**src/rtl/trng_pkg.sv**
```systemverilog
// rtl/trng_pkg.sv - shared types and constants for the TRNG conditioner
// Purpose: extractor state encoding, byte/bit-count widths and default
//          parameter values used by trng_sync and trng_conditioner.
// Ports:   none (package).
package trng_pkg;

   typedef enum logic [1:0] {
      IDLE   = 2'd0,
      FIRST  = 2'd1,
      SECOND = 2'd2,
      FAIL   = 2'd3
   } trng_state_t;

   localparam int BYTE_W    = 8;
   localparam int BIT_CNT_W = 3;

   localparam int DEF_SYNC_STAGES = 2;
   localparam int DEF_SAMPLE_DIV  = 4;
   localparam int DEF_RCT_LIMIT   = 32;

endpackage

```
**src/rtl/trng_sync.sv**
```systemverilog
// rtl/trng_sync.sv - N-flop single-bit synchroniser
// Purpose: brings an asynchronous single-bit signal into the clk domain.
// Ports:   clk   - destination clock
//          rst_n - asynchronous active-low reset, clears all stages to 0
//          d_in  - asynchronous input bit
//          d_out - synchronised bit, N clocks behind d_in
module trng_sync #(
   parameter int N = 2
) (
   input  logic clk,
   input  logic rst_n,
   input  logic d_in,
   output logic d_out
);

   logic [N-1:0] sync_q;
   logic [N-1:0] sync_d;

   always_comb begin
      sync_d = {sync_q[N-2:0], d_in};
   end

   always_ff @(posedge clk or negedge rst_n) begin
      if (!rst_n) begin
         sync_q <= '0;
      end else begin
         sync_q <= sync_d;
      end
   end

   assign d_out = sync_q[N-1];

endmodule

```
**src/rtl/trng_conditioner.sv**
```systemverilog
// rtl/trng_conditioner.sv - ring-oscillator post-processing: sync, sample, debias, pack
// Purpose: synchronises the raw oscillator bit, samples it every SAMPLE_DIV
//          clocks, applies a von Neumann extractor, packs debiased bits into
//          bytes and runs a repetition-count health test.
// Ports:   clk         - system clock
//          rst_n       - asynchronous active-low reset
//          raw_bit     - ring-oscillator output (asynchronous)
//          enable      - run/stop control; low returns everything to idle
//          out_ready   - downstream accepts out_byte this cycle
//          out_valid   - out_byte holds a conditioned byte
//          out_byte    - conditioned byte
//          health_fail - sticky repetition-count failure flag
module trng_conditioner
   import trng_pkg::*;
#(
   parameter int SYNC_STAGES = DEF_SYNC_STAGES,
   parameter int SAMPLE_DIV  = DEF_SAMPLE_DIV,
   parameter int RCT_LIMIT   = DEF_RCT_LIMIT
) (
   input  logic              clk,
   input  logic              rst_n,
   input  logic              raw_bit,
   input  logic              enable,
   input  logic              out_ready,
   output logic              out_valid,
   output logic [BYTE_W-1:0] out_byte,
   output logic              health_fail
);

   localparam logic [7:0] DIV_RELOAD = 8'(SAMPLE_DIV - 1);
   localparam logic [7:0] RCT_MAX    = 8'(RCT_LIMIT);

   logic sync_bit;

   trng_sync #(.N(SYNC_STAGES)) u_sync (
      .clk   (clk),
      .rst_n (rst_n),
      .d_in  (raw_bit),
      .d_out (sync_bit)
   );

   trng_state_t          state_q, state_d;
   logic [7:0]           div_q,   div_d;
   logic                 first_q, first_d;
   logic                 prev_q,  prev_d;
   logic [7:0]           rct_q,   rct_d;
   logic [BYTE_W-1:0]    sr_q,    sr_d;
   logic [BIT_CNT_W-1:0] cnt_q,   cnt_d;
   logic [BYTE_W-1:0]    byte_q,  byte_d;
   logic                 valid_q, valid_d;
   logic                 fail_q,  fail_d;

   logic              running;
   logic              tick;
   logic [7:0]        rct_next;
   logic              trip;
   logic [BYTE_W-1:0] sr_shift;

   always_comb begin
      running  = (state_q == FIRST) || (state_q == SECOND);
      tick     = enable && running && (div_q == 8'd0);
      // rct_q == 0 means no sample has been taken since leaving IDLE
      rct_next = ((rct_q != 8'd0) && (sync_bit == prev_q)) ? rct_q + 8'd1 : 8'd1;
      trip     = tick && (rct_next == RCT_MAX);
      sr_shift = {sr_q[BYTE_W-2:0], first_q};

      state_d = state_q;
      div_d   = div_q;
      first_d = first_q;
      prev_d  = prev_q;
      rct_d   = rct_q;
      sr_d    = sr_q;
      cnt_d   = cnt_q;
      byte_d  = byte_q;
      valid_d = valid_q;
      fail_d  = fail_q;

      if (!enable) begin
         state_d = IDLE;
         div_d   = '0;
         first_d = 1'b0;
         prev_d  = 1'b0;
         rct_d   = '0;
         sr_d    = '0;
         cnt_d   = '0;
         valid_d = 1'b0;
         fail_d  = 1'b0;
      end else if (state_q == IDLE) begin
         state_d = FIRST;
         div_d   = DIV_RELOAD;
      end else begin
         // the divider keeps running in FAIL; its ticks are simply ignored there
         div_d = (div_q == 8'd0) ? DIV_RELOAD : div_q - 8'd1;
         if (valid_q && out_ready) begin
            valid_d = 1'b0;
         end
         if (tick) begin
            prev_d = sync_bit;
            rct_d  = rct_next;
            if (trip) begin
               state_d = FAIL;
               fail_d  = 1'b1;
               valid_d = 1'b0;
               sr_d    = '0;
               cnt_d   = '0;
            end else if (state_q == FIRST) begin
               first_d = sync_bit;
               state_d = SECOND;
            end else begin
               state_d = FIRST;
               if (sync_bit != first_q) begin
                  sr_d  = sr_shift;
                  cnt_d = cnt_q + 3'd1;
                  // a completed byte is only kept if the output slot is free
                  // or is being emptied in this same cycle
                  if ((cnt_q == 3'd7) && (!valid_q || out_ready)) begin
                     byte_d  = sr_shift;
                     valid_d = 1'b1;
                  end
               end
            end
         end
      end
   end

   always_ff @(posedge clk or negedge rst_n) begin
      if (!rst_n) begin
         state_q <= IDLE;
         div_q   <= '0;
         first_q <= 1'b0;
         prev_q  <= 1'b0;
         rct_q   <= '0;
         sr_q    <= '0;
         cnt_q   <= '0;
         byte_q  <= '0;
         valid_q <= 1'b0;
         fail_q  <= 1'b0;
      end else begin
         state_q <= state_d;
         div_q   <= div_d;
         first_q <= first_d;
         prev_q  <= prev_d;
         rct_q   <= rct_d;
         sr_q    <= sr_d;
         cnt_q   <= cnt_d;
         byte_q  <= byte_d;
         valid_q <= valid_d;
         fail_q  <= fail_d;
      end
   end

   assign out_valid   = valid_q;
   assign out_byte    = byte_q;
   assign health_fail = fail_q;

endmodule

```
**config.mk**
```make
export PLATFORM = sky130hd
export DESIGN_NAME = trng_conditioner
export DESIGN_NICKNAME = d
export VERILOG_FILES = /design/src/rtl/trng_pkg.sv /design/src/rtl/trng_sync.sv /design/src/rtl/trng_conditioner.sv
export SDC_FILE = /design/constraint.sdc
export NUM_CORES = 1
export LEC_CHECK = 0
export BUFFER_PORTS_ARGS = -buffer_cell sky130_fd_sc_hd__buf_2
export CAP_MARGIN = 0
export CELL_PAD_IN_SITES_DETAIL_PLACEMENT = 2
export CELL_PAD_IN_SITES_GLOBAL_PLACEMENT = 2
export CORE_MARGIN = 5
export CORE_UTILIZATION = 43
export DETAILED_ROUTE_END_ITERATION = 10
export PLACE_DENSITY = 0.95
export SYNTH_ARGS = -nofsm -noshare
export SYNTH_HDL_FRONTEND = slang
export SYNTH_SLANG_ARGS = --single-unit
```
**constraint.sdc**
```tcl
create_clock -name clk -period 4.1 [get_ports clk]
set_input_delay 0.82 -clock clk [delete_from_list [all_inputs] [get_ports clk]]
set_output_delay 0.82 -clock clk [all_outputs]
set_load 0.005 [all_outputs]
```
==> results of run 1 <==
==> critical path: stages (launching register included) <==
cell      delay, ns
dfrtp_1        0.40
inv_1          0.10
ha_1           0.27
nor4b_4        0.36
nand4_1        0.54
nor3_1         0.70
nand3b_1       0.19
a21boi_0       0.24
==> power breakdown <==
group          total, uW  leakage [uW]  internal (uW)  switching (uW)
clock network        283     0.0000447            123             160
logic                245      0.000476           80.9             165
registers            471      0.000575            440            31.3
==> flip-flops by register name (all words and copies together), names as in the netlist <==
signal / count
cnt_q: 3
div_q: 8
first_q: 1
health_fail: 1
out_byte: 8
out_valid: 1
prev_q: 1
rct_q: 8
sr_q: 7
state_q: 2
u_sync.sync_q: 2
==> path summary, 6_finish.rpt <==
check	end	slack (ns)	depth (start not counted)
setup / recovery	rct_q[6]	1.21	7
hold / removal	u_sync.sync_q[1]	0.36	0
setup reg to reg	rct_q[6]	1.21	7
hold reg to reg	u_sync.sync_q[1]	0.36	0
max in group asynchronous	out_valid	2.82	1
min in group asynchronous	rct_q[5]	0.67	1
==> placed cells by master, fill, tap and decap left out, drive strengths merged, types with 4 or more instances in the layout <==
master / instances
buf: 14
o21ai: 8
nor3: 8
inv: 11
mux2: 9
ha: 7
a22o: 9
xnor2: 4
dfrtp: 42
nor2b: 5
a21oi: 8
clkbuf: 5
or3: 5
nand2: 13
nor2: 11
nand3: 9
==> metal layers <==
metal	wire length [um]	share of wire (%)	track usage, %
met5	0	0	0
met4	114	1.9	6.48
met3	129	2.2	3.80
met2	3100	52	33.7
met1	2640	44	24.2
==> per-stage QoR <==
stage	std cells	total power (uW)	hold slack [ns]	utilization [%]
2_1_floorplan	205	656	0.331	-
3_3_place_gp	280	695	0.335	46.2
3_5_place_dp	280	716	0.337	46.2
4_1_cts	288	1010	0.355	48.1
5_1_grt	288	1060	0.365	48.1
6_report	288	1000	0.357	48.1
==> area by class of cell <==
| type | count | share of cell area [%] |
|---|---|---|
| well taps | 70 | 3.59 |
| flip-flops and latches | 42 | 43.1 |
| inverters | 10 | 1.54 |
| clock inverters | 3 | 1.03 |
| repair buffers | 14 | 2.87 |
| clock buffers | 5 | 2.82 |
| multi-input cells | 144 | 45.0 |
==> kinds of logic after synthesis <==
group,Yosys count,synth area share [%]
muxes,11,5.42
AOI/OAI and AO/OA,49,17.5
buffers and inverters,19,4.08
DFF,42,46.9
adders and majority gates,7,3.91
and+or+nand+nor,70,19.1
xor gates and xnor gates,7,3.07
==> impl_metrics.py, run 1 <==
metrics = {
    "worst_setup_path": {
        "required_ns": 4.30,
        "arrival_ns": 3.09,
        "worstSetupStartpointType": "flip-flop",
        "setup.worst_path.start": "div_q[0]",
        "end_kind": "flip-flop",
        "worst-path-max-fanout": 11,
        "r2r-start": "div_q[0]",
        "worstSetupPathType": "flip-flop to flip-flop",
    },
    "power_and_ir_drop": {
        "p_per_area_mw_per_mm2": 410,
        "vdd_drop_max_v": 0.000199,
        "p_leak_uw": 0.00110,
    },
    "routing": {
        "via_per_inst": 5.88,
        "wirelength_mm": 5.98,
        "wl_per_cell_um": 20.8,
        "dr.pass1.iters": 4,
        "drt_iter0_drc": 51,
        "vias": 1693,
        "drc_errors": 0,
        "antenna_left": 0,
    },
    "timing": {
        "finalClockSkew_ns": 0.0144,
        "rsz0062_at_grt": "false",
        "drv_slew": 0,
        "worst_slew_pin_slew_ns": 0.985,
        "setup_viol_count_final": 0,
        "fmax_ghz": 0.346,
        "relSlewSlack_pct": 34.4,
        "hold_viol_final": 0,
        "setup_ws_ns": 1.21,
        "timing.final.crit_share_pct": 70.5,
        "tns_ns": 0,
        "layout_min_cycle_time_ns": 2.89,
    },
    "clocking": {
        "cts_tree": "built",
        "clk_latency_ns": 0.31,
        "cts_htree_levels": 2,
        "cts_made_buffers": 5,
        "ctsHoldBuffers": 0,
        "clockRootBuffer": "clkbuf_8",
        "postCtsSetupBuffers": 0,
        "cts.sinks": 42,
        "post_cts_resized": 0,
        "clockBufferDepth": 2,
        "clkTransAtPathRegs_ns": 0.08,
    },
    "finish": {
        "regArea_mm2": 0.00105,
        "layout.nets": 229,
        "diodes": 0,
        "drive_gt1_share_pct": 18.8,
        "multi_input_area_mm2": 0.00110,
        "fillers": 533,
        "fin_area_mm2": 0.00244,
        "area_growth_pct": 8.82,
    },
    "run_status": {
        "outcome": "completed",
    },
    "floorplanning": {
        "num_io_pins": 15,
        "dieHeight_um": 82.2,
        "initial_core_util_pct": 44.2,
        "die-area_mm2": 0.00676,
        "rows": 26,
        "dieWidth_um": 82.2,
        "core-area_mm2": 0.00507,
    },
    "logic_synthesis": {
        "postSynthAreaPerCell_um2": 10.9,
        "synth_ff_type": "dfrtp_1",
        "synth-async-reset-ratio_pct": 100,
        "ys_seq_elements": 42,
        "synth_area_leaders": "dfrtp_1 (47%), mux2_2 (4.5%), ha_1 (3.9%)",
        "synth_top_area_share_pct": 46.9,
        "synth_edf_count": 0,
        "yosysUniqueCellTypes": 48,
        "synth_area_leader_cell": "dfrtp_1",
        "seq_area_frac_synth_pct": 46.9,
        "synth_most_common_cell": "dfrtp_1",
        "synth_nets": 217,
        "synth_cells": 205,
        "synth_area_mm2": 0.00224,
        "synth_common_cells": "dfrtp_1 (42), nand2_1 (13), nor2_1 (11), inv_1 (10)",
        "yosysWarnings": 0,
    },
    "placement": {
        "post-place-ws_ns": 1.27,
        "place_hpwl_mm": 4.19,
        "io_buffers": 14,
        "dpl-instance-area_mm2": 0.00234,
        "gp_congestion": 0.778,
    },
    "hold_path": {
        "hp-class": "flip-flop to flip-flop",
        "hold_path.startpoint": "u_sync.sync_q[0]",
    },
    "global_route": {
        "antenna_found_initial": 0,
        "grt_max_degree": 43,
        "grt_pass1_wl_mm": 9.83,
        "grt_pass1_vias": 1877,
        "grt-ovfl-total": 0,
        "grt_usage_pct": 19.4,
    },
    "run": {
        "max-cap-violations": 0,
    },
}
Note: power is estimated with default switching activity, not from simulation.
==> run 2: changes to the inputs <==
--- a/config.mk
+++ b/config.mk
@@ -10,9 +10,9 @@
 export CELL_PAD_IN_SITES_DETAIL_PLACEMENT = 2
 export CELL_PAD_IN_SITES_GLOBAL_PLACEMENT = 2
 export CORE_MARGIN = 5
-export CORE_UTILIZATION = 43
+export CORE_UTILIZATION = 36
 export DETAILED_ROUTE_END_ITERATION = 10
-export PLACE_DENSITY = 0.95
+export PLACE_DENSITY = 0.86
 export SYNTH_ARGS = -nofsm -noshare
 export SYNTH_HDL_FRONTEND = slang
 export SYNTH_SLANG_ARGS = --single-unit
==> constraint.sdc (replaced) <==
create_clock -name clk -period 2.4 [get_ports clk]
set_input_delay 0.48 -clock clk [delete_from_list [all_inputs] [get_ports clk]]
set_output_delay 0.48 -clock clk [all_outputs]
set_load 0.005 [all_outputs]
==> run 2 against run 1 <==
Setup slack got worse by 1.2 ns. Cell area increased by 10%. Sequential share of layout area decreased by 4.0 points. Critical path type unchanged. Critical endpoint is now out_byte[3].
==> impl_metrics.py, run 2 (same netlist as run 1, synthesis figures left out) <==
metrics = {
    "run_status": {
        "outcome": "completed",
    },
    "worst_setup_path": {
        "setup.worst_path.start": "div_q[0]",
        "required_ns": 2.58,
        "r2r_slack_ns": 0.06,
        "end_kind": "flip-flop",
        "worstSetupStartpointType": "flip-flop",
        "worstSetupPathType": "flip-flop to flip-flop",
        "arrival_ns": 2.52,
        "reg2reg_to": "out_byte[3]",
        "r2r-start": "div_q[0]",
        "r2r_cells": 9,
        "cp-endpoint": "out_byte[3]",
        "worst-path-max-fanout": 8,
    },
    "routing": {
        "dr.pass1.iters": 4,
        "top_layer_used": "met4",
        "via_per_inst": 5.69,
        "wl_met1_mm": 3.12,
        "drt_iter0_drc": 68,
        "wirelength_mm": 7.19,
        "met3_length_um": 151,
        "vias": 1787,
        "drc_errors": 0,
        "antenna_left": 0,
        "wl_per_cell_um": 22.9,
        "met2_length_mm": 3.76,
    },
    "global_route": {
        "grt-ovfl-total": 0,
        "grt_pass1_vias": 1924,
        "grt_pass1_wl_mm": 10.3,
        "antenna_found_initial": 0,
        "grt_usage_pct": 17.4,
        "grt_max_degree": 28,
    },
    "clocking": {
        "cts_tree": "built",
        "clockBufferDepth": 2,
        "cts.sinks": 42,
        "cts_made_buffers": 5,
        "clkTransAtPathRegs_ns": 0.09,
        "cts_htree_levels": 2,
        "clk_latency_ns": 0.30,
        "ctsHoldBuffers": 0,
        "clockRootBuffer": "clkbuf_8",
    },
    "power_and_ir_drop": {
        "p_leak_uw": 0.00121,
        "finalPower_uw": 1840,
        "vdd_drop_max_v": 0.000423,
        "p_per_area_mw_per_mm2": 686,
    },
    "finish": {
        "final_cells": 314,
        "layout.nets": 250,
        "diodes": 0,
        "drive_gt1_share_pct": 28.9,
        "area_growth_pct": 19.9,
        "layout_commonest_cell": "dfrtp_1",
        "mostFrequentLayoutCells": "dfrtp_1 (42), buf_4 (17), buf_2 (14)",
    },
    "placement": {
        "gp_congestion": 0.784,
        "place_hpwl_mm": 4.57,
        "dp.cells": 297,
        "io_buffers": 14,
    },
    "timing": {
        "layout_min_cycle_time_ns": 2.34,
        "fmax_ghz": 0.427,
        "setup_viol_count_final": 0,
        "timing.final.crit_share_pct": 97.7,
        "drv_slew": 0,
        "finalClockSkew_ns": 0.0107,
        "worst_slew_pin_slew_ns": 0.628,
        "relSlewSlack_pct": 58.1,
        "hold_viol_final": 0,
    },
    "run": {
        "max-cap-violations": 0,
    },
    "floorplanning": {
        "rows": 28,
        "core-area_mm2": 0.00599,
        "dieWidth_um": 88.9,
        "dieHeight_um": 88.9,
        "num_io_pins": 15,
        "die-area_mm2": 0.00790,
        "initial_core_util_pct": 37.4,
    },
    "hold_path": {
        "hp-class": "input port to async pin",
    },
}
-- run 2: changes by cell type in the layout (fill, tap and decap cells not counted), sizes merged --
cell      change
clkinv        +1
inv           -1
clkbuf        +1
clkinvlp      -1
buf          +20
o41a          +1
-- run 2: layout make-up --
class	instances	area [um^2]
clock inverter	2	13.8
sequential	42	1050
tap	75	93.8
inverter	10	37.5
fill	606	3300
timing repair buffer	34	249
clock buffer	6	72.6
multi-input combinational	145	1170
-- run 2: power breakdown --
part           switching (uW)  internal, uW
Clock                     260           206
Sequential               56.4           752
Combinational             347           224
Total                     663          1180
-- run 2: repair_timing --
| action | 4_1_cts | 5_1_grt |
|---|---|---|
| pin swaps | 3 | 6 |
| endpoints found under the setup margin | 20 | 20 |
| hold endpoints to repair | 0 | 0 |
| gates resized for setup | 1 | 12 |
| buffers inserted | 1 | 7 |
| cloned | 0 | 1 |
-- run 2: how the worst min path moves through the flow --
stage / slack (ns) / to / cells after the start / from
after floorplan: 0.18 / cnt_q[0] / 0 / rst_n
after global placement: 0.34 / u_sync.sync_q[1] / 0 / u_sync.sync_q[0]
after detailed placement: 0.36 / u_sync.sync_q[1] / 0 / u_sync.sync_q[0]
after CTS: 0.1 / out_valid / 1 / rst_n
after global routing: 0.1 / div_q[3] / 1 / rst_n
final: 0.09 / out_valid / 1 / rst_n
-- run 2: metrics by stage --
step	setup slack, ns	cell area [um^2]	hold slack, ns	util (%)	TNS [ns]
finish	0.0559	2690	0.0914	44.9	0
global route	-0.0674	2690	0.0987	44.9	-0.291
CTS	0.0189	2550	0.0951	42.6	0
detailed placement	-0.0221	2450	0.357	41.0	-0.0489
global placement	0.131	2450	0.339	41.0	0
floorplan	0.0365	2240	0.184	-	0
-- run 2: per-layer routing --
metal	vias up	global-route usage [%]
met4	0	7.42
met3	12	2.49
met2	30	29.7
met5	-	0
met1	928	22.1
li1	817	-
-- run 2: worst max-delay path: stages, from the launching register on --
cell and delay [ns]:
dfrtp_1 0.44, inv_2 0.11, ha_4 0.14, nor4b_4 0.23, nand4_1 0.16, buf_6 0.18, nor4b_4 0.33, o311ai_4 0.16
buf_12 0.17, mux2_2 0.29
==> run 3: changes to the inputs <==
--- a/config.mk
+++ b/config.mk
@@ -12,6 +12,7 @@
 export CORE_MARGIN = 5
 export CORE_UTILIZATION = 36
 export DETAILED_ROUTE_END_ITERATION = 10
+export GPL_ROUTABILITY_DRIVEN = 0
 export PLACE_DENSITY = 0.86
 export SYNTH_ARGS = -nofsm -noshare
 export SYNTH_HDL_FRONTEND = slang
==> constraint.sdc (replaced) <==
create_clock -name clk -period 2.02 [get_ports clk]
set_input_delay 0.404 -clock clk [delete_from_list [all_inputs] [get_ports clk]]
set_output_delay 0.404 -clock clk [all_outputs]
set_load 0.005 [all_outputs]
==> run 3 against run 2 <==
The run now ends with negative setup slack left. Cell area up 17%. Sequential power up 18%. Combinational power up 67%. Critical path depth unchanged. Sequential cell count unchanged. Routed wire length up 35%. Clock-buffer cell count unchanged. Critical endpoint is now out_byte[5]. Highest routed layer unchanged.
==> impl_metrics.py, run 3 (same netlist as run 1, synthesis figures left out) <==
metrics = {
    "run_status": {
        "outcome": "finished with violations",
        "violations": "negative setup slack",
    },
    "finish": {
        "mostFrequentLayoutCells": "buf_4 (45), dfrtp_1 (41), buf_2 (14)",
        "fin_area_mm2": 0.00313,
        "area_growth_pct": 39.9,
        "layout_commonest_cell": "buf_4",
        "diodes": 0,
        "drive_gt1_share_pct": 43.4,
        "final_cells": 347,
        "layout.nets": 283,
        "final_util_pct": 52.3,
    },
    "placement": {
        "place_hpwl_mm": 5.03,
        "io_buffers": 14,
        "dpl-instance-area_mm2": 0.00270,
        "dp.cells": 324,
    },
    "timing": {
        "tns_ns": -8.30,
        "finalClockSkew_ns": 0.00499,
        "hold_viol_final": 0,
        "layout_min_cycle_time_ns": 2.44,
        "setup_viol_count_final": 31,
        "timing.final.crit_share_pct": 121,
        "worst_slew_pin_slew_ns": 0.580,
        "drv_slew": 0,
        "relSlewSlack_pct": 61.3,
        "rsz0062_at_grt": "true",
        "setup_ws_ns": -0.416,
        "fmax_ghz": 0.410,
    },
    "power_and_ir_drop": {
        "pwr-share-comb_pct": 34.5,
        "p_per_area_mw_per_mm2": 884,
        "p_leak_uw": 0.00146,
        "seqPwrFrac_pct": 34.5,
        "p_sw_uw": 946,
        "sw_frac_of_total_pct": 34.2,
        "finalPower_uw": 2770,
        "power_frac_clock_pct": 31.0,
        "p_int_uw": 1820,
        "vdd_drop_max_v": 0.000568,
    },
    "routing": {
        "wl_per_cell_um": 28.0,
        "via_per_inst": 5.86,
        "drt_iter0_drc": 93,
        "dr.pass1.iters": 4,
        "wirelength_mm": 9.72,
        "drc_errors": 0,
        "antenna_left": 0,
        "vias": 2033,
    },
    "worst_setup_path": {
        "worst-path-max-fanout": 8,
        "r2r-start": "div_q[1]",
        "arrival_ns": 2.63,
        "setup.worst_path.start": "div_q[1]",
        "worstSetupStartpointType": "flip-flop",
        "required_ns": 2.22,
        "worstSetupPathType": "flip-flop to flip-flop",
        "end_kind": "flip-flop",
    },
    "global_route": {
        "grt_pass1_vias": 2339,
        "grt_usage_pct": 23.5,
        "antenna_found_initial": 0,
        "grt_max_degree": 24,
        "grt-ovfl-total": 0,
        "grt_pass1_wl_mm": 13.3,
    },
    "run": {
        "max-cap-violations": 0,
    },
    "clocking": {
        "cts_made_buffers": 5,
        "clockRootBuffer": "clkbuf_8",
        "clockBufferDepth": 2,
        "clk_latency_ns": 0.31,
        "cts_tree": "built",
        "cts.sinks": 42,
        "clkTransAtPathRegs_ns": 0.09,
        "cts_htree_levels": 2,
    },
    "floorplanning": {
        "dieWidth_um": 88.9,
        "rows": 28,
        "core-area_mm2": 0.00599,
        "dieHeight_um": 88.9,
        "die-area_mm2": 0.00790,
        "num_io_pins": 15,
        "initial_core_util_pct": 37.4,
    },
    "hold_path": {
        "hp-class": "input port to async pin",
    },
}
run 3: layout make-up:
| class | instances | area, um^2 |
|---|---|---|
| tap | 75 | 93.8 |
| sequential | 42 | 1050 |
| clock buffer | 6 | 82.6 |
| clock inverter | 2 | 60.1 |
| multi-input combinational | 145 | 1300 |
| fill | 585 | 2860 |
| timing repair buffer | 67 | 507 |
| inverter | 10 | 40.0 |
run 3: path summary, 6_finish.rpt:
| path | end | slack, ns | cells past startpoint |
|---|---|---|---|
| setup / recovery | out_byte[5] | -0.42 | 9 |
| hold / removal | rct_q[0] | 0.08 | 1 |
| setup reg to reg | out_byte[5] | -0.42 | 9 |
| hold reg to reg | u_sync.sync_q[1] | 0.36 | 0 |
| max in group asynchronous | cnt_q[0] | 1.35 | 2 |
| min in group clk | u_sync.sync_q[0] | 0.20 | 1 |
run 3: power groups by stage:
stage	Sequential [uW]	Combinational [uW]	Clock [uW]
after CTS	943	847	853
after floorplan	951	405	0
after global routing	961	1010	918
final	955	955	860
after detailed placement	957	718	0
after global placement	951	664	0
run 3: routing by layer:
layer  wire length [um]  vias to the layer above  GRT usage, %
met3                439                       32          4.15
met5                  0                        -             0
met1               3670                     1062          24.7
met2               5180                       62          44.9
li1                   -                      877             -
met4                428                        0          10.6
run 3: metrics by stage:
| stage | hold WS, ns | worst slack, ns |
|---|---|---|
| 5_1_grt | 0.102 | -0.445 |
| 2_1_floorplan | 0.108 | -0.182 |
| 6_report | 0.0756 | -0.416 |
| 3_5_place_dp | 0.345 | -0.299 |
| 4_1_cts | 0.0910 | -0.247 |
| 3_3_place_gp | 0.340 | -0.144 |
run 3: repair_timing:
action,CTS,global route
gates cloned,1,0
setup buffers,11,3
resized for setup,34,9
pin swaps,18,19
hold buffers,0,0
setup endpoints to repair,30,32
run 3: worst max-delay path, cell delays in order (launching register included):
cell and delay, ns:
dfrtp_1 0.40, inv_2 0.09, ha_4 0.14, nor4b_4 0.25
nand4_1 0.17, buf_6 0.18, nor4b_4 0.39, o311ai_4 0.20
buf_12 0.19, mux2_4 0.31
